`src/rtl/log_arbiter_if.sv`:
```
// Bundle of the request, ln-unit and response signals that connect the
// requesters and the shared ln(x) unit to log_arbiter.
interface log_arbiter_if #(
    parameter int N_REQ = 4,
    parameter int DW    = 16,
    parameter int IDW   = (N_REQ > 1) ? $clog2(N_REQ) : 1
) ();

    logic                  en;
    logic [N_REQ-1:0]      req_valid;
    logic [N_REQ*DW-1:0]   req_data;
    logic [N_REQ-1:0]      req_ready;
    logic [DW-1:0]         log_data;
    logic [DW-1:0]         log_result;
    logic                  rsp_valid;
    logic [IDW-1:0]        rsp_id;
    logic [DW-1:0]         rsp_data;
    logic                  rsp_err;
    logic                  busy;

    // Environment side: requesters, enable and the ln unit output.
    modport master (
        output en, req_valid, req_data, log_result,
        input  req_ready, log_data, rsp_valid, rsp_id, rsp_data, rsp_err, busy
    );

    // Arbiter side.
    modport slave (
        input  en, req_valid, req_data, log_result,
        output req_ready, log_data, rsp_valid, rsp_id, rsp_data, rsp_err, busy
    );

endinterface

```
`src/rtl/log_arbiter.sv`:
```
// Round-robin arbiter sharing one pipelined Q5.10 ln(x) unit among N_REQ
// requesters. A tag pipe follows every issued operand so its result is
// returned to the originating requester, flagged when ln is undefined.
// The response registers form the last stage of the tag pipe, so a grant
// in cycle t produces rsp_valid in cycle t+LAT+1. LAT must be at least 1.
module log_arbiter #(
    parameter int N_REQ = 4,
    parameter int DW    = 16,
    parameter int LAT   = 2,
    parameter int IDW   = (N_REQ > 1) ? $clog2(N_REQ) : 1
) (
    input logic          CLK,
    input logic          RST,
    log_arbiter_if.slave bus
);

    localparam int CW = IDW + 1;

    typedef enum logic [1:0] {
        IDLE  = 2'd0,
        RUN   = 2'd1,
        DRAIN = 2'd2
    } state_t;

    typedef struct packed {
        logic           v;
        logic [IDW-1:0] id;
        logic           err;
    } tag_t;

    state_t          state;
    state_t          state_next;
    logic [IDW-1:0]  ptr;
    tag_t            tag [LAT];

    logic [N_REQ-1:0] grant;
    logic [IDW-1:0]   grant_idx;
    logic             found;
    logic [CW-1:0]    cand;
    logic [DW-1:0]    operand;
    logic             operand_err;
    logic             pending;

    logic [DW-1:0]    log_data_q;
    logic             rsp_valid_q;
    logic [IDW-1:0]   rsp_id_q;
    logic [DW-1:0]    rsp_data_q;
    logic             rsp_err_q;

    // State register of the enable/drain controller.
    always_ff @(posedge CLK or posedge RST) begin
        if (RST) begin
            state <= IDLE;
        end else begin
            state <= state_next;
        end
    end

    // Next state: drain leaves to IDLE once only the response stage can still
    // hold a tag, so busy drops the cycle after the last response.
    always_comb begin
        state_next = state;
        case (state)
            IDLE: begin
                if (bus.en) begin
                    state_next = RUN;
                end
            end
            RUN: begin
                if (!bus.en) begin
                    state_next = DRAIN;
                end
            end
            DRAIN: begin
                if (bus.en) begin
                    state_next = RUN;
                end else if (!pending) begin
                    state_next = IDLE;
                end
            end
            default: begin
                state_next = IDLE;
            end
        endcase
    end

    // Round-robin search from the pointer, wrapping past N_REQ-1 back to 0.
    always_comb begin
        grant     = '0;
        grant_idx = '0;
        found     = 1'b0;
        cand      = '0;
        if (state == RUN && bus.en) begin
            for (int k = 0; k < N_REQ; k++) begin
                cand = {1'b0, ptr} + CW'(k);
                if (cand >= CW'(N_REQ)) begin
                    cand = cand - CW'(N_REQ);
                end
                if (!found && bus.req_valid[cand[IDW-1:0]]) begin
                    found     = 1'b1;
                    grant_idx = cand[IDW-1:0];
                end
            end
        end
        if (found) begin
            grant[grant_idx] = 1'b1;
        end
    end

    // Select the granted operand and flag values where ln is undefined.
    always_comb begin
        operand = '0;
        for (int i = 0; i < N_REQ; i++) begin
            if (grant_idx == IDW'(i)) begin
                operand = bus.req_data[i*DW +: DW];
            end
        end
        operand_err = operand[DW-1] | (operand == '0);
    end

    // Tags still inside the pipe ahead of the response stage.
    always_comb begin
        pending = 1'b0;
        for (int k = 0; k < LAT; k++) begin
            pending = pending | tag[k].v;
        end
    end

    // Pointer, ln operand register, tag pipe and response stage.
    always_ff @(posedge CLK or posedge RST) begin
        if (RST) begin
            ptr         <= '0;
            log_data_q  <= '0;
            rsp_valid_q <= 1'b0;
            rsp_id_q    <= '0;
            rsp_data_q  <= '0;
            rsp_err_q   <= 1'b0;
            for (int k = 0; k < LAT; k++) begin
                tag[k] <= '0;
            end
        end else begin
            if (found) begin
                if (grant_idx == IDW'(N_REQ - 1)) begin
                    ptr <= '0;
                end else begin
                    ptr <= grant_idx + 1'b1;
                end
                if (!operand_err) begin
                    log_data_q <= operand;
                end
            end
            tag[0] <= '{v: found, id: grant_idx, err: operand_err & found};
            for (int k = 1; k < LAT; k++) begin
                tag[k] <= tag[k-1];
            end
            rsp_valid_q <= tag[LAT-1].v;
            if (tag[LAT-1].v) begin
                rsp_id_q   <= tag[LAT-1].id;
                rsp_err_q  <= tag[LAT-1].err;
                rsp_data_q <= tag[LAT-1].err ? {1'b1, {(DW-1){1'b0}}} : bus.log_result;
            end
        end
    end

    assign bus.req_ready = grant;
    assign bus.log_data  = log_data_q;
    assign bus.rsp_valid = rsp_valid_q;
    assign bus.rsp_id    = rsp_id_q;
    assign bus.rsp_data  = rsp_data_q;
    assign bus.rsp_err   = rsp_err_q;
    assign bus.busy      = (state != IDLE) | pending | rsp_valid_q;

endmodule
```
`src/flat_wrapper.sv`:
```
// flat-port wrapper written by rule: the top's interface ports become plain ports
module log_arbiter_flat 
#(
    parameter int N_REQ = 4,
    parameter int DW    = 16,
    parameter int LAT   = 2,
    parameter int IDW   = (N_REQ > 1) ? $clog2(N_REQ) : 1
)
  (CLK, RST, bus_en, bus_req_valid, bus_req_data, bus_log_result, bus_req_ready, bus_log_data, bus_rsp_valid, bus_rsp_id, bus_rsp_data, bus_rsp_err, bus_busy);
  log_arbiter_if #(.N_REQ(N_REQ), .DW(DW), .IDW(IDW)) bus_i ();
  input logic CLK;
  input logic RST;
  input wire logic [$bits(bus_i.en)-1:0] bus_en;
  input wire logic [$bits(bus_i.req_valid)-1:0] bus_req_valid;
  input wire logic [$bits(bus_i.req_data)-1:0] bus_req_data;
  input wire logic [$bits(bus_i.log_result)-1:0] bus_log_result;
  output wire logic [$bits(bus_i.req_ready)-1:0] bus_req_ready;
  output wire logic [$bits(bus_i.log_data)-1:0] bus_log_data;
  output wire logic [$bits(bus_i.rsp_valid)-1:0] bus_rsp_valid;
  output wire logic [$bits(bus_i.rsp_id)-1:0] bus_rsp_id;
  output wire logic [$bits(bus_i.rsp_data)-1:0] bus_rsp_data;
  output wire logic [$bits(bus_i.rsp_err)-1:0] bus_rsp_err;
  output wire logic [$bits(bus_i.busy)-1:0] bus_busy;
  assign bus_i.en = bus_en;
  assign bus_i.req_valid = bus_req_valid;
  assign bus_i.req_data = bus_req_data;
  assign bus_i.log_result = bus_log_result;
  assign bus_req_ready = bus_i.req_ready;
  assign bus_log_data = bus_i.log_data;
  assign bus_rsp_valid = bus_i.rsp_valid;
  assign bus_rsp_id = bus_i.rsp_id;
  assign bus_rsp_data = bus_i.rsp_data;
  assign bus_rsp_err = bus_i.rsp_err;
  assign bus_busy = bus_i.busy;
  log_arbiter #(.N_REQ(N_REQ), .DW(DW), .LAT(LAT), .IDW(IDW)) u_core (.CLK(CLK), .RST(RST), .bus(bus_i));
endmodule
```
`config.mk`:
```
export PLATFORM = sky130hd
export DESIGN_NAME = log_arbiter_flat
export DESIGN_NICKNAME = d
export VERILOG_FILES = /design/src/rtl/log_arbiter_if.sv /design/src/rtl/log_arbiter.sv /design/src/flat_wrapper.sv
export SDC_FILE = /design/constraint.sdc
export NUM_CORES = 1
export LEC_CHECK = 0
export CAP_MARGIN = 30
export CELL_PAD_IN_SITES_DETAIL_PLACEMENT = 1
export CELL_PAD_IN_SITES_GLOBAL_PLACEMENT = 1
export CORE_ASPECT_RATIO = 1.1
export CORE_MARGIN = 2
export CORE_UTILIZATION = 30
export DETAILED_ROUTE_END_ITERATION = 8
export PLACE_DENSITY_LB_ADDON = 0.1
export REMOVE_ABC_BUFFERS = 1
export SYNTH_ARGS = -nofsm -noshare
export SYNTH_HDL_FRONTEND = slang
export SYNTH_SLANG_ARGS = --single-unit
```
`constraint.sdc`:
```
create_clock -name CLK -period 7.3 [get_ports CLK]
set_input_delay 1.46 -clock CLK [delete_from_list [all_inputs] [get_ports CLK]]
set_output_delay 1.46 -clock CLK [all_outputs]
set_load 0.01 [all_outputs]
```
==> run summary, run 1 <==
====================================================================================================
Result of the run                                                                       complete, no violations
Initial detailed-routing violation count                                                          79
Buffer type at the clock tree root                                                      sky130_fd_sc_hd__clkbuf_8
Leakage                                                                                      1.66 nW
Hold Fails Final Rpt                                                                               0
Seq cells post-synth                                                                              48
Average instance area after synthesis                                                     10.0 sq um
Internal power                                                                                670 uW
# IOs                                                                                            128
Cell with the biggest individual delay on the critical path                             sky130_fd_sc_hd__ha_1
Worst Tran Pin Value                                                                          683 ps
Post-route cell area                                                                    0.00389 sq mm
Worst path most repeated cell                                                           sky130_fd_sc_hd__clkdlybuf4s50_1
Aggregate negative setup slack                                                                  0 ps
Clock buffer count from CTS                                                                        5
Worst Setup Path Type                                                                      in -> out
Switching power as a share of total power                                                      0.290
Data arrival, critical path                                                                  4260 ps
Relative contribution of combinational cells to total power                                    0.389
Setup bufs post-CTS                                                                                0
Worst Clk Skew                                                                               6.62 ps
Cell row count                                                                                    34
Final setup margin                                                                           1580 ps
Final design utilization                                                                       0.497
Insertion delay of the later-clocked pin in the worst-skew pair                               300 ps
Die width                                                                               89.3 microns
Clock-pin slew reported for the worst setup and hold paths after clock tree synthesis          90 ps
Critical path peak fanout                                                                         19
Wirelength, routed                                                                      7540 microns
Worst Hold Margin                                                                             354 ps
Critical path endpoint category                                                         primary output
Top cell family by delay on the critical path                                           buffers and inverters
Number of enable-type register cells in the synthesized netlist                                    0
Yosys Warn Count                                                                                   0
DR DRC count                                                                                       0
Number of vias per cell after detailed routing                                                  4.82
Number of global-route vias before repair                                                       2339
Dominant register cell in the synthesized netlist                                       sky130_fd_sc_hd__dfrtp_1
CP max stage delay                                                                            660 ps
Fin nets                                                                                         456
Layout cell share with drive strength beyond 1                                                0.0902
Clock network power share                                                                      0.214
Yosys cell types                                                                                  35
Sequential Power Share                                                                         0.397
Count of fill cells added during filler insertion                                                909
Max Cap Viol                                                                                       0
Crit path cell chain                                                                    clkdlybuf4s50_1 > nor4_1 > nor3_1 > buf_4 > o21ai_0 > nor2_1 > ha_1 > and2_1 > clkdlybuf4s50_1
Number of gates resized after cts                                                                  0
Half-perimeter wire length after detailed placement                                     5810 microns
Longest Clk Path Bufs                                                                              2
Routability cong.                                                                              0.819
Setup repair after global routing missed its margin                                            false
Number of buffers and inverters on the critical path                                               3
Post-detailed-route wirelength per cell                                                 15.9 microns
Starting density of the core                                                                   0.307
Launching element type of the critical path                                               input port
Quantity of I/O buffers inserted on ports                                                        127
Maximum number of pins on one net before global-route repair                                      41
Die outline area                                                                        0.00873 sq mm
First-pass GRT wire length                                                              11700 microns
Final count of negative-setup-slack endpoints                                                      0
Core area                                                                               0.00783 sq mm
Dpl cell area                                                                           0.00376 sq mm
Cell area after synthesis                                                               0.00240 sq mm
Remaining Overflow, GRT                                                                            0
Peak supply drop                                                                            0.112 mV
Normalized max-slew margin                                                                     0.545
Detailed-route via count                                                                        2284
Count of hold buffers inserted by post-cts repair                                                  0
Antenna Violating Nets Remaining                                                                   0
Post-route minimum period                                                                    5720 ps
Pwr per Cell Area                                                                        243 mW/mm^2
Number of clock sinks seen by CTS                                                                 48
Final clock period utilization by the worst path                                               0.783
Hold crit path type                                                                       reg -> reg
Layout Area Growth over Synthesis                                                              62.0%
CP Data Required Time                                                                        5840 ps
Syn Inst Count                                                                                   239
Seq/Total Area, Yosys                                                                          0.501
Total net switching power                                                                     274 uW
Max Transition Viols Final                                                                         0
Number of search-and-repair iterations in the first detailed-routing pass                          4
Diode count                                                                                        0
Pre-CTS WS                                                                                   1300 ps
DIE HEIGHT                                                                              97.8 microns
Share of synthesized registers carrying an async set or reset                                   1.00
Antenna violations before repair                                                                   0
Clock tree from TritonCTS                                                                        yes
Top achievable clock speed                                                                   175 MHz
H-tree levels                                                                                      2
Global-route total usage across every layer                                                    0.174
====================================================================================================
-- layer usage --
layer  share of wire  vias up  GRT usage
met5               0        -          0
met4          0.0095        0     0.0459
met3           0.060        4     0.0380
met2            0.49       79      0.277
met1            0.44     1112      0.238
li1                -     1089          -
-- power by group through the flow --
stage	registers, mW	logic (mW)	clock network, mW
global placement	0.378	0.360	0
finish	0.375	0.367	0.202
CTS	0.375	0.370	0.211
detailed placement	0.379	0.369	0
global route	0.385	0.396	0.220
floorplan	0.402	0.127	0
-- worst paths after layout --
kind,from,end,slack [ps],cells after the start
hold reg to reg,u_core.tag[5],u_core.tag[1],350,0
setup / recovery,bus_req_valid[1],bus_req_ready[1],1580,9
hold / removal,u_core.tag[5],u_core.tag[1],350,0
min in group asynchronous,RST,u_core.bus.log_data[1],1400,2
max in group asynchronous,RST,u_core.bus.log_data[9],5410,3
setup reg to reg,u_core.state[1],u_core.bus.log_data[14],2780,14
-- cell usage after synthesis, types with 4 or more instances --
| master | instances | area [sq um] |
|---|---|---|
| sky130_fd_sc_hd__a21oi_1 | 7 | 35.0 |
| sky130_fd_sc_hd__a221oi_1 | 15 | 131 |
| sky130_fd_sc_hd__and2_1 | 5 | 31.3 |
| sky130_fd_sc_hd__clkbuf_1 | 6 | 22.5 |
| sky130_fd_sc_hd__dfrtp_1 | 48 | 1200 |
| sky130_fd_sc_hd__ha_1 | 4 | 50.1 |
| sky130_fd_sc_hd__inv_1 | 25 | 93.8 |
| sky130_fd_sc_hd__mux2_2 | 9 | 101 |
| sky130_fd_sc_hd__mux2_4 | 9 | 135 |
| sky130_fd_sc_hd__nand2_1 | 19 | 71.3 |
| sky130_fd_sc_hd__nor2_1 | 23 | 86.3 |
| sky130_fd_sc_hd__o21ai_0 | 20 | 100 |
| sky130_fd_sc_hd__o22ai_1 | 19 | 119 |
-- layout make-up --
cell class | instances | area (sq um) | share of cell area
repair buffers | 131 | 1310 | 0.338
flip-flops and latches | 48 | 1200 | 0.309
multi-input cells | 154 | 1020 | 0.263
well taps | 108 | 135 | 0.0348
inverters | 25 | 93.8 | 0.0241
clock buffers | 6 | 82.6 | 0.0212
clock inverters | 2 | 38.8 | 0.00998
-- stage by stage --
stage	instances	power [mW]
after global routing	474	1.00
after global placement	463	0.738
after detailed placement	465	0.748
final	474	0.944
after CTS	473	0.956
after floorplan	227	0.529
-- kinds of logic after synthesis --
kind of cell             Yosys count  synth area share
buffers and inverters             37            0.0735
flip-flops                        48             0.501
AO/OA/AOI/OAI                     67             0.180
adder cells (fa/ha/maj)            4            0.0209
multiplexers                      18            0.0985
AND/OR/NAND/NOR                   65             0.127
-- flip-flops by register name (all words and copies together) (netlist names) --
name	cells
u_core.tag	8
u_core.ptr	2
u_core.bus.rsp_data	16
u_core.bus.rsp_id	2
u_core.bus.rsp_err	1
u_core.bus.log_data	16
u_core.bus.rsp_valid	1
u_core.state	2
-- cells in the final DEF, fill, tap and decap left out --
master                            netlist  layout
sky130_fd_sc_hd__o32ai_1                1       1
sky130_fd_sc_hd__nor4b_1                1       1
sky130_fd_sc_hd__nor3_1                 2       2
sky130_fd_sc_hd__a22oi_1                1       1
sky130_fd_sc_hd__inv_2                  0       1
sky130_fd_sc_hd__or2_1                  1       1
sky130_fd_sc_hd__dfrtp_1               48      48
sky130_fd_sc_hd__mux2_2                 9       9
sky130_fd_sc_hd__clkbuf_8               0       6
sky130_fd_sc_hd__nand2_2                1       1
sky130_fd_sc_hd__inv_1                 25      24
sky130_fd_sc_hd__o21a_1                 1       1
sky130_fd_sc_hd__nand3b_1               1       1
sky130_fd_sc_hd__buf_12                 1       1
sky130_fd_sc_hd__clkinv_4               0       1
sky130_fd_sc_hd__ha_1                   4       4
sky130_fd_sc_hd__o21ai_0               20      20
sky130_fd_sc_hd__o22ai_1               19      19
sky130_fd_sc_hd__mux2_4                 9       9
sky130_fd_sc_hd__nand3_1                1       1
sky130_fd_sc_hd__nor4_1                 3       3
sky130_fd_sc_hd__or2_2                  1       1
sky130_fd_sc_hd__or4_1                  1       1
sky130_fd_sc_hd__buf_4                  1       3
sky130_fd_sc_hd__nor2b_1                3       3
sky130_fd_sc_hd__o31ai_1                1       1
sky130_fd_sc_hd__and2b_1                1       1
sky130_fd_sc_hd__nor2_1                23      23
sky130_fd_sc_hd__bufinv_16              0       1
sky130_fd_sc_hd__nand2b_1               2       2
sky130_fd_sc_hd__nand2_1               19      19
sky130_fd_sc_hd__a22o_1                 1       1
sky130_fd_sc_hd__a21oi_1                7       7
sky130_fd_sc_hd__and2_1                 5       5
sky130_fd_sc_hd__a221oi_1              15      15
sky130_fd_sc_hd__clkdlybuf4s50_1        0     127
sky130_fd_sc_hd__a31oi_1                1       1
-- worst register-to-register path, cell delays in order (launching register included) --
cell and delay (ps):
sky130_fd_sc_hd__dfrtp_1 410, sky130_fd_sc_hd__nand2b_1 190, sky130_fd_sc_hd__nor3_1 190, sky130_fd_sc_hd__buf_4 200
sky130_fd_sc_hd__o21ai_0 90, sky130_fd_sc_hd__nor2_1 290, sky130_fd_sc_hd__ha_1 660, sky130_fd_sc_hd__nor2b_1 300
sky130_fd_sc_hd__buf_4 250, sky130_fd_sc_hd__a221oi_1 340, sky130_fd_sc_hd__o22ai_1 160, sky130_fd_sc_hd__nor4_1 340
sky130_fd_sc_hd__a31oi_1 170, sky130_fd_sc_hd__nand2_2 410, sky130_fd_sc_hd__mux2_2 390
No activity file was read; power rests on OpenSTA's default activity.
==> run 2: changes to the inputs <==
--- a/config.mk
+++ b/config.mk
@@ -10,7 +10,7 @@
 export CELL_PAD_IN_SITES_GLOBAL_PLACEMENT = 1
 export CORE_ASPECT_RATIO = 1.1
 export CORE_MARGIN = 2
-export CORE_UTILIZATION = 30
+export CORE_UTILIZATION = 26
 export DETAILED_ROUTE_END_ITERATION = 8
 export PLACE_DENSITY_LB_ADDON = 0.1
 export REMOVE_ABC_BUFFERS = 1
==> constraint.sdc (replaced) <==
create_clock -name CLK -period 5.2 [get_ports CLK]
set_input_delay 1.04 -clock CLK [delete_from_list [all_inputs] [get_ports CLK]]
set_output_delay 1.04 -clock CLK [all_outputs]
set_load 0.01 [all_outputs]
==> run 2 against run 1 <==
  * Clock skew barely moved
  * Power is 36% higher
  * Register-to-register slack lost 1600 ps
  * Clock-buffer cell count unchanged
  * Critical endpoint is now u_core.bus.log_data[14]
==> run summary, run 2 (synthesis gave the netlist of run 1 again) <==
====================================================================================================
Fin nets                                                                                         457   was 456
Number of global-route vias before repair                                                       2426   was 2339
Clock-pin slew reported for the worst setup and hold paths after clock tree synthesis          90 ps   about the same
Die width                                                                               95.6 microns   was 89.3 microns
Critical path peak fanout                                                                         16   was 19
Layout cell share with drive strength beyond 1                                                0.0926   was 0.0902
Worst setup slack for register-to-register paths                                             1220 ps   was 2780 ps
Global-route total usage across every layer                                                    0.153   was 0.174
Final setup margin                                                                            460 ps   was 1580 ps
Count of fill cells added during filler insertion                                               1003   was 909
Leading cell type in the layout, fill and taps excluded                                 sky130_fd_sc_hd__clkdlybuf4s50_1   unchanged
Routability cong.                                                                              0.784   was 0.819
Number of vias per cell after detailed routing                                                  4.58   was 4.82
Normalized max-slew margin                                                                     0.530   was 0.545
DR DRC count                                                                                       0   unchanged
Worst Setup Path Type                                                                      in -> reg   was in -> out
Post-route minimum period                                                                    4740 ps
First-pass GRT wire length                                                              12100 microns   was 11700 microns
DIE HEIGHT                                                                               105 microns   was 97.8 microns
CP max stage delay                                                                            530 ps   was 660 ps
Commonest cells after routing, fill and taps aside                                      sky130_fd_sc_hd__clkdlybuf4s50_1 (127), sky130_fd_sc_hd__dfrtp_1 (48), sky130_fd_sc_hd__inv_1 (24), sky130_fd_sc_hd__nor2_1 (23), sky130_fd_sc_hd__o21ai_0 (20)   unchanged
Worst Tran Pin Value                                                                          704 ps   was 683 ps
Final count of negative-setup-slack endpoints                                                      0   unchanged
Setup bufs post-CTS                                                                                0   unchanged
Insertion delay of the later-clocked pin in the worst-skew pair                               300 ps   about the same
Post-detailed-route wirelength per cell                                                 15.9 microns   about the same
Worst setup path end                                                                    u_core.bus.log_data[14]   was bus_req_ready[1]
# IOs                                                                                            128   unchanged
Hold crit path type                                                                       reg -> reg   unchanged
Clock tree from TritonCTS                                                                        yes   unchanged
H-tree levels                                                                                      2   unchanged
Number of search-and-repair iterations in the first detailed-routing pass                          3   was 4
Endpoint of the worst-slack reg-to-reg timing path                                      u_core.bus.log_data[14]   unchanged
Layout Area Growth over Synthesis                                                              61.8%   was 62.0%
Count of hold buffers inserted by post-cts repair                                                  0   unchanged
Diode count                                                                                        0   unchanged
Hold Fails Final Rpt                                                                               0   unchanged
Result of the run                                                                       complete, no violations   unchanged
Core area                                                                               0.00892 sq mm   was 0.00783 sq mm
Initial detailed-routing violation count                                                          78   was 79
Antenna Violating Nets Remaining                                                                   0   unchanged
Max Cap Viol                                                                                       0   unchanged
Quantity of I/O buffers inserted on ports                                                        127   unchanged
Leakage                                                                                      1.65 nW   was 1.66 nW
Cell row count                                                                                    36   was 34
Half-perimeter wire length after detailed placement                                     6010 microns   was 5810 microns
Max Transition Viols Final                                                                         0   unchanged
Maximum number of pins on one net before global-route repair                                      39   was 41
Pwr per Cell Area                                                                        330 mW/mm^2   was 243 mW/mm^2
Launching element type of the critical path                                               input port   unchanged
Aggregate negative setup slack                                                                  0 ps   unchanged
Data arrival, critical path                                                                  4920 ps   was 4260 ps
Final clock period utilization by the worst path                                               0.911
CP Data Required Time                                                                        5380 ps   was 5840 ps
Die outline area                                                                        0.0100 sq mm   was 0.00873 sq mm
Buffer type at the clock tree root                                                      sky130_fd_sc_hd__clkbuf_8   unchanged
Detailed-route via count                                                                        2202   was 2284
Longest Clk Path Bufs                                                                              2   unchanged
Wirelength, routed                                                                      7640 microns   was 7540 microns
Crit. Startpoint                                                                        bus_req_valid[0]   was bus_req_valid[1]
Setup repair after global routing missed its margin                                            false   unchanged
Number of clock sinks seen by CTS                                                                 48   unchanged
Antenna violations before repair                                                                   0   unchanged
Peak supply drop                                                                            0.139 mV   was 0.112 mV
Pre-CTS WS                                                                                   87.8 ps   was 1300 ps
Startpoint of the worst-slack reg-to-reg timing path                                    u_core.state[1]   unchanged
Length in cells of the worst reg-to-reg path                                                      13   was 14
Clock buffer count from CTS                                                                        5   unchanged
Number of gates resized after cts                                                                  0   unchanged
Remaining Overflow, GRT                                                                            0   unchanged
Starting density of the core                                                                   0.269   was 0.307
Top achievable clock speed                                                                   211 MHz
Worst Clk Skew                                                                               6.55 ps   was 6.62 ps
Crit path cell chain                                                                    clkdlybuf4s50_1 > inv_1 > nor2_1 > nand2_1 > o21a_1 > o21ai_0 > nand3_1 > inv_1 > ha_1 > nand2b_1 > o22ai_1 > o22ai_1 > nor4_1 > a31oi_1 > nand2_2 > mux2_2   was clkdlybuf4s50_1 > nor4_1 > nor3_1 > buf_4 > o21ai_0 > nor2_1 > ha_1 > and2_1 > clkdlybuf4s50_1
Cell with the biggest individual delay on the critical path                             sky130_fd_sc_hd__clkdlybuf4s50_1   was sky130_fd_sc_hd__ha_1
Critical path endpoint category                                                             register   was primary output
====================================================================================================
run 2: where the power goes:
group          internal, mW  total (mW)  switching (mW)
Combinational         0.317       0.518           0.201
Clock                 0.108       0.238           0.131
Sequential            0.467       0.524          0.0574
run 2: worst min path at each step:
stage                  start            end  slack, ps  cells after the start
5_1_grt        u_core.tag[6]  u_core.tag[2]        360                      0
6_report       u_core.tag[5]  u_core.tag[1]        360                      0
4_1_cts        u_core.tag[5]  u_core.tag[1]        360                      0
3_5_place_dp   u_core.tag[5]  u_core.tag[1]        340                      0
3_3_place_gp   u_core.tag[4]  u_core.tag[0]        340                      0
2_1_floorplan  u_core.tag[4]  u_core.tag[0]        330                      0
run 2: critical path: cells and delay by family:
| kind | cells | cell delay, ps |
|---|---|---|
| compound gates | 5 | 910 |
| fa+ha+maj | 1 | 280 |
| buf+inv | 3 | 760 |
| mux | 1 | 390 |
| simple gates | 6 | 1510 |
run 2: final cells by class:
class | instances | area [sq um] | share of cell area
multi-input combinational | 154 | 1020 | 0.263
clock inverter | 2 | 15.0 | 0.00387
inverter | 25 | 93.8 | 0.0242
sequential | 48 | 1200 | 0.309
tap | 114 | 143 | 0.0367
timing repair buffer | 132 | 1330 | 0.341
clock buffer | 6 | 82.6 | 0.0213
run 2: layer usage:
layer,up-vias,global-route usage,share of wire
li1,1098,-,-
met1,1022,0.193,0.43
met2,78,0.263,0.50
met3,4,0.0360,0.062
met4,0,0.0306,0.0080
met5,-,0,0
run 2: metrics by stage:
step	util	instances	hold slack [ps]	instance area [sq um]	power, mW
after floorplan	-	227	331	2320	0.743
after global placement	0.421	471	338	3750	1.05
after detailed placement	0.424	473	336	3780	1.06
after CTS	0.435	481	359	3880	1.31
after global routing	0.435	481	358	3880	1.37
final	0.435	481	356	3880	1.28
==> edit: new RTL, config.mk and constraints of run 2 <==
Make the reset (`RST`) synchronous in 2 clocked blocks.
--- a/src/rtl/log_arbiter.sv
+++ b/src/rtl/log_arbiter.sv
@@ -50,3 +50,3 @@
     // State register of the enable/drain controller.
-    always_ff @(posedge CLK or posedge RST) begin
+    always_ff @(posedge CLK) begin
         if (RST) begin
@@ -129,3 +129,3 @@
     // Pointer, ln operand register, tag pipe and response stage.
-    always_ff @(posedge CLK or posedge RST) begin
+    always_ff @(posedge CLK) begin
         if (RST) begin
Check against the original RTL: differs if RST is asserted again (counterexample within 4 cycles, from zero or initial values and one cycle with RST high); with RST held inactive, the same outputs for 10 cycles.
==> edit against run 2 <==
Routed wire length increased by 1.4%. Critical endpoint is now u_core.bus.log_data[0]$_SDFFE_PP0P_. Final area increased by 1.1%. Sequential cell count unchanged. Setup slack improved by 230 ps. Register-to-register slack improved by 250 ps. Largest cell class is now multi-input combinational cells. Utilization decreased by 1.4 points. Area after synthesis increased by 3.0%. Global-route usage decreased by 0.40 points.
Power is not compared: it rests on default switching activity, and its combinational part moved more than twofold at a synthesized area within 25%.
==> edit: results <==
group,metric,value,unit
sta,final.hold.worst_slack,448.7,ps
grt,use_met2,25.45,%
worst_setup_path,cp-startpoint,"bus_req_valid[0]",
final_layout,final_net_count,486,
placed_design,dpl_cell_area,0.003827,mm2
grt,largest_net_degree_at_the_start_of_global_routing,40,
worst_setup_path,worst-r2r-setup-slack,1470,ps
grt,via_count_of_the_first_global_routing_pass,2481,
placed_design,port-buffer-count,127,
placed_design,gp_congestion,0.7175,
final_layout,drive_gt1_share,8.838,%
routing,detail_route.wirelength.met1,3.359,mm
routing,initialDrtViolationCount,72,
sta,finalClockSkew,3.040,ps
sta,max-slew-margin-rel,40.79,%
routing,firstDrtPassIters,4,
routing,postRouteWirelength,7.744,mm
placed_design,dpl.cell_count,505,
hold_path,min_delay_path_depth,1,
status,outcome,"finished clean",
hold_path,holdCritStartpoint,"u_core.tag[0][1]$_SDFF_PP0_",
worst_setup_path,crit-reg2reg-launch,"u_core.ptr[1]$_SDFFE_PP0P_",
synthesis,asyncSetResetFlopFracSynth,0,%
worst_setup_path,timing.critical_path.slowest_cell_delay,560,ps
final_layout,diodes,0,
synthesis,synth_cell_type_count,41,
placed_design,dpl.hpwl,6.066,mm
synthesis,synth_top_cells_by_count,"sky130_fd_sc_hd__dfxtp_1, sky130_fd_sc_hd__nor2b_1, sky130_fd_sc_hd__nor2_1",
synthesis,seq_area_frac_synth,38.87,%
grt,groute.layer.met3.usage,4.339,%
worst_setup_path,r2r_end,"u_core.bus.log_data[0]$_SDFFE_PP0P_",
worst_setup_path,worst_r2r_path_depth,14,
grt,grt_first_pass_wirelength,12.63,mm
routing,wl_met2,3.674,mm
synthesis,synthTopCellsByArea,"sky130_fd_sc_hd__dfxtp_1, sky130_fd_sc_hd__nor2b_1, sky130_fd_sc_hd__mux2_4",
grt,globalRouteMet1Util,18.54,%
==> edit: cell type report <==
class | count | area [um2]
Tap cell | 117 | 146.4
Fill cell | 1084 | 5380
Sequential cell | 48 | 960.9
Clock buffer | 6 | 82.58
Inverter | 9 | 33.78
Clock inverter | 2 | 15.01
Timing Repair Buffer | 131 | 1313
Multi-Input combinational cell | 200 | 1374
==> edit: cells by family after synthesis <==
kind of cell,count (synthesis),synth area share [%]
multiplexers,20,10.22
flip-flops,48,38.87
buffers and inverters,27,5.567
AND/OR/NAND/NOR,110,24.65
adder cells (fa/ha/maj),4,2.024
AO/OA/AOI/OAI,66,18.68
==> edit: stage by stage <==
step                      setup slack [ps]  total power, W
after global routing                 236.2       0.0008015
after detailed placement             349.8       0.0005400
after global placement               501.3       0.0005377
after floorplan                      992.9       0.0004377
final                                694.1       0.0007636
after CTS                            654.7       0.0007786
==> edit: worst max path at each step <==
stage / endpoint / slack [ps]
after floorplan: u_core.bus.log_data[0]$_SDFFE_PP0P_ / 990
after global placement: u_core.bus.log_data[4]$_SDFFE_PP0P_ / 500
after detailed placement: u_core.bus.log_data[0]$_SDFFE_PP0P_ / 350
after CTS: u_core.bus.log_data[0]$_SDFFE_PP0P_ / 650
after global routing: u_core.bus.log_data[0]$_SDFFE_PP0P_ / 240
final: u_core.bus.log_data[0]$_SDFFE_PP0P_ / 690
==> edit: power groups by stage <==
| stage | Combinational, W | Sequential [W] | Clock [W] |
|---|---|---|---|
| 2_1_floorplan | 0.0000494 | 0.000388 | 0 |
| 4_1_cts | 0.000154 | 0.000379 | 0.000246 |
| 6_report | 0.000151 | 0.000379 | 0.000234 |
| 3_3_place_gp | 0.000151 | 0.000387 | 0 |
| 3_5_place_dp | 0.000153 | 0.000387 | 0 |
| 5_1_grt | 0.000165 | 0.000380 | 0.000257 |
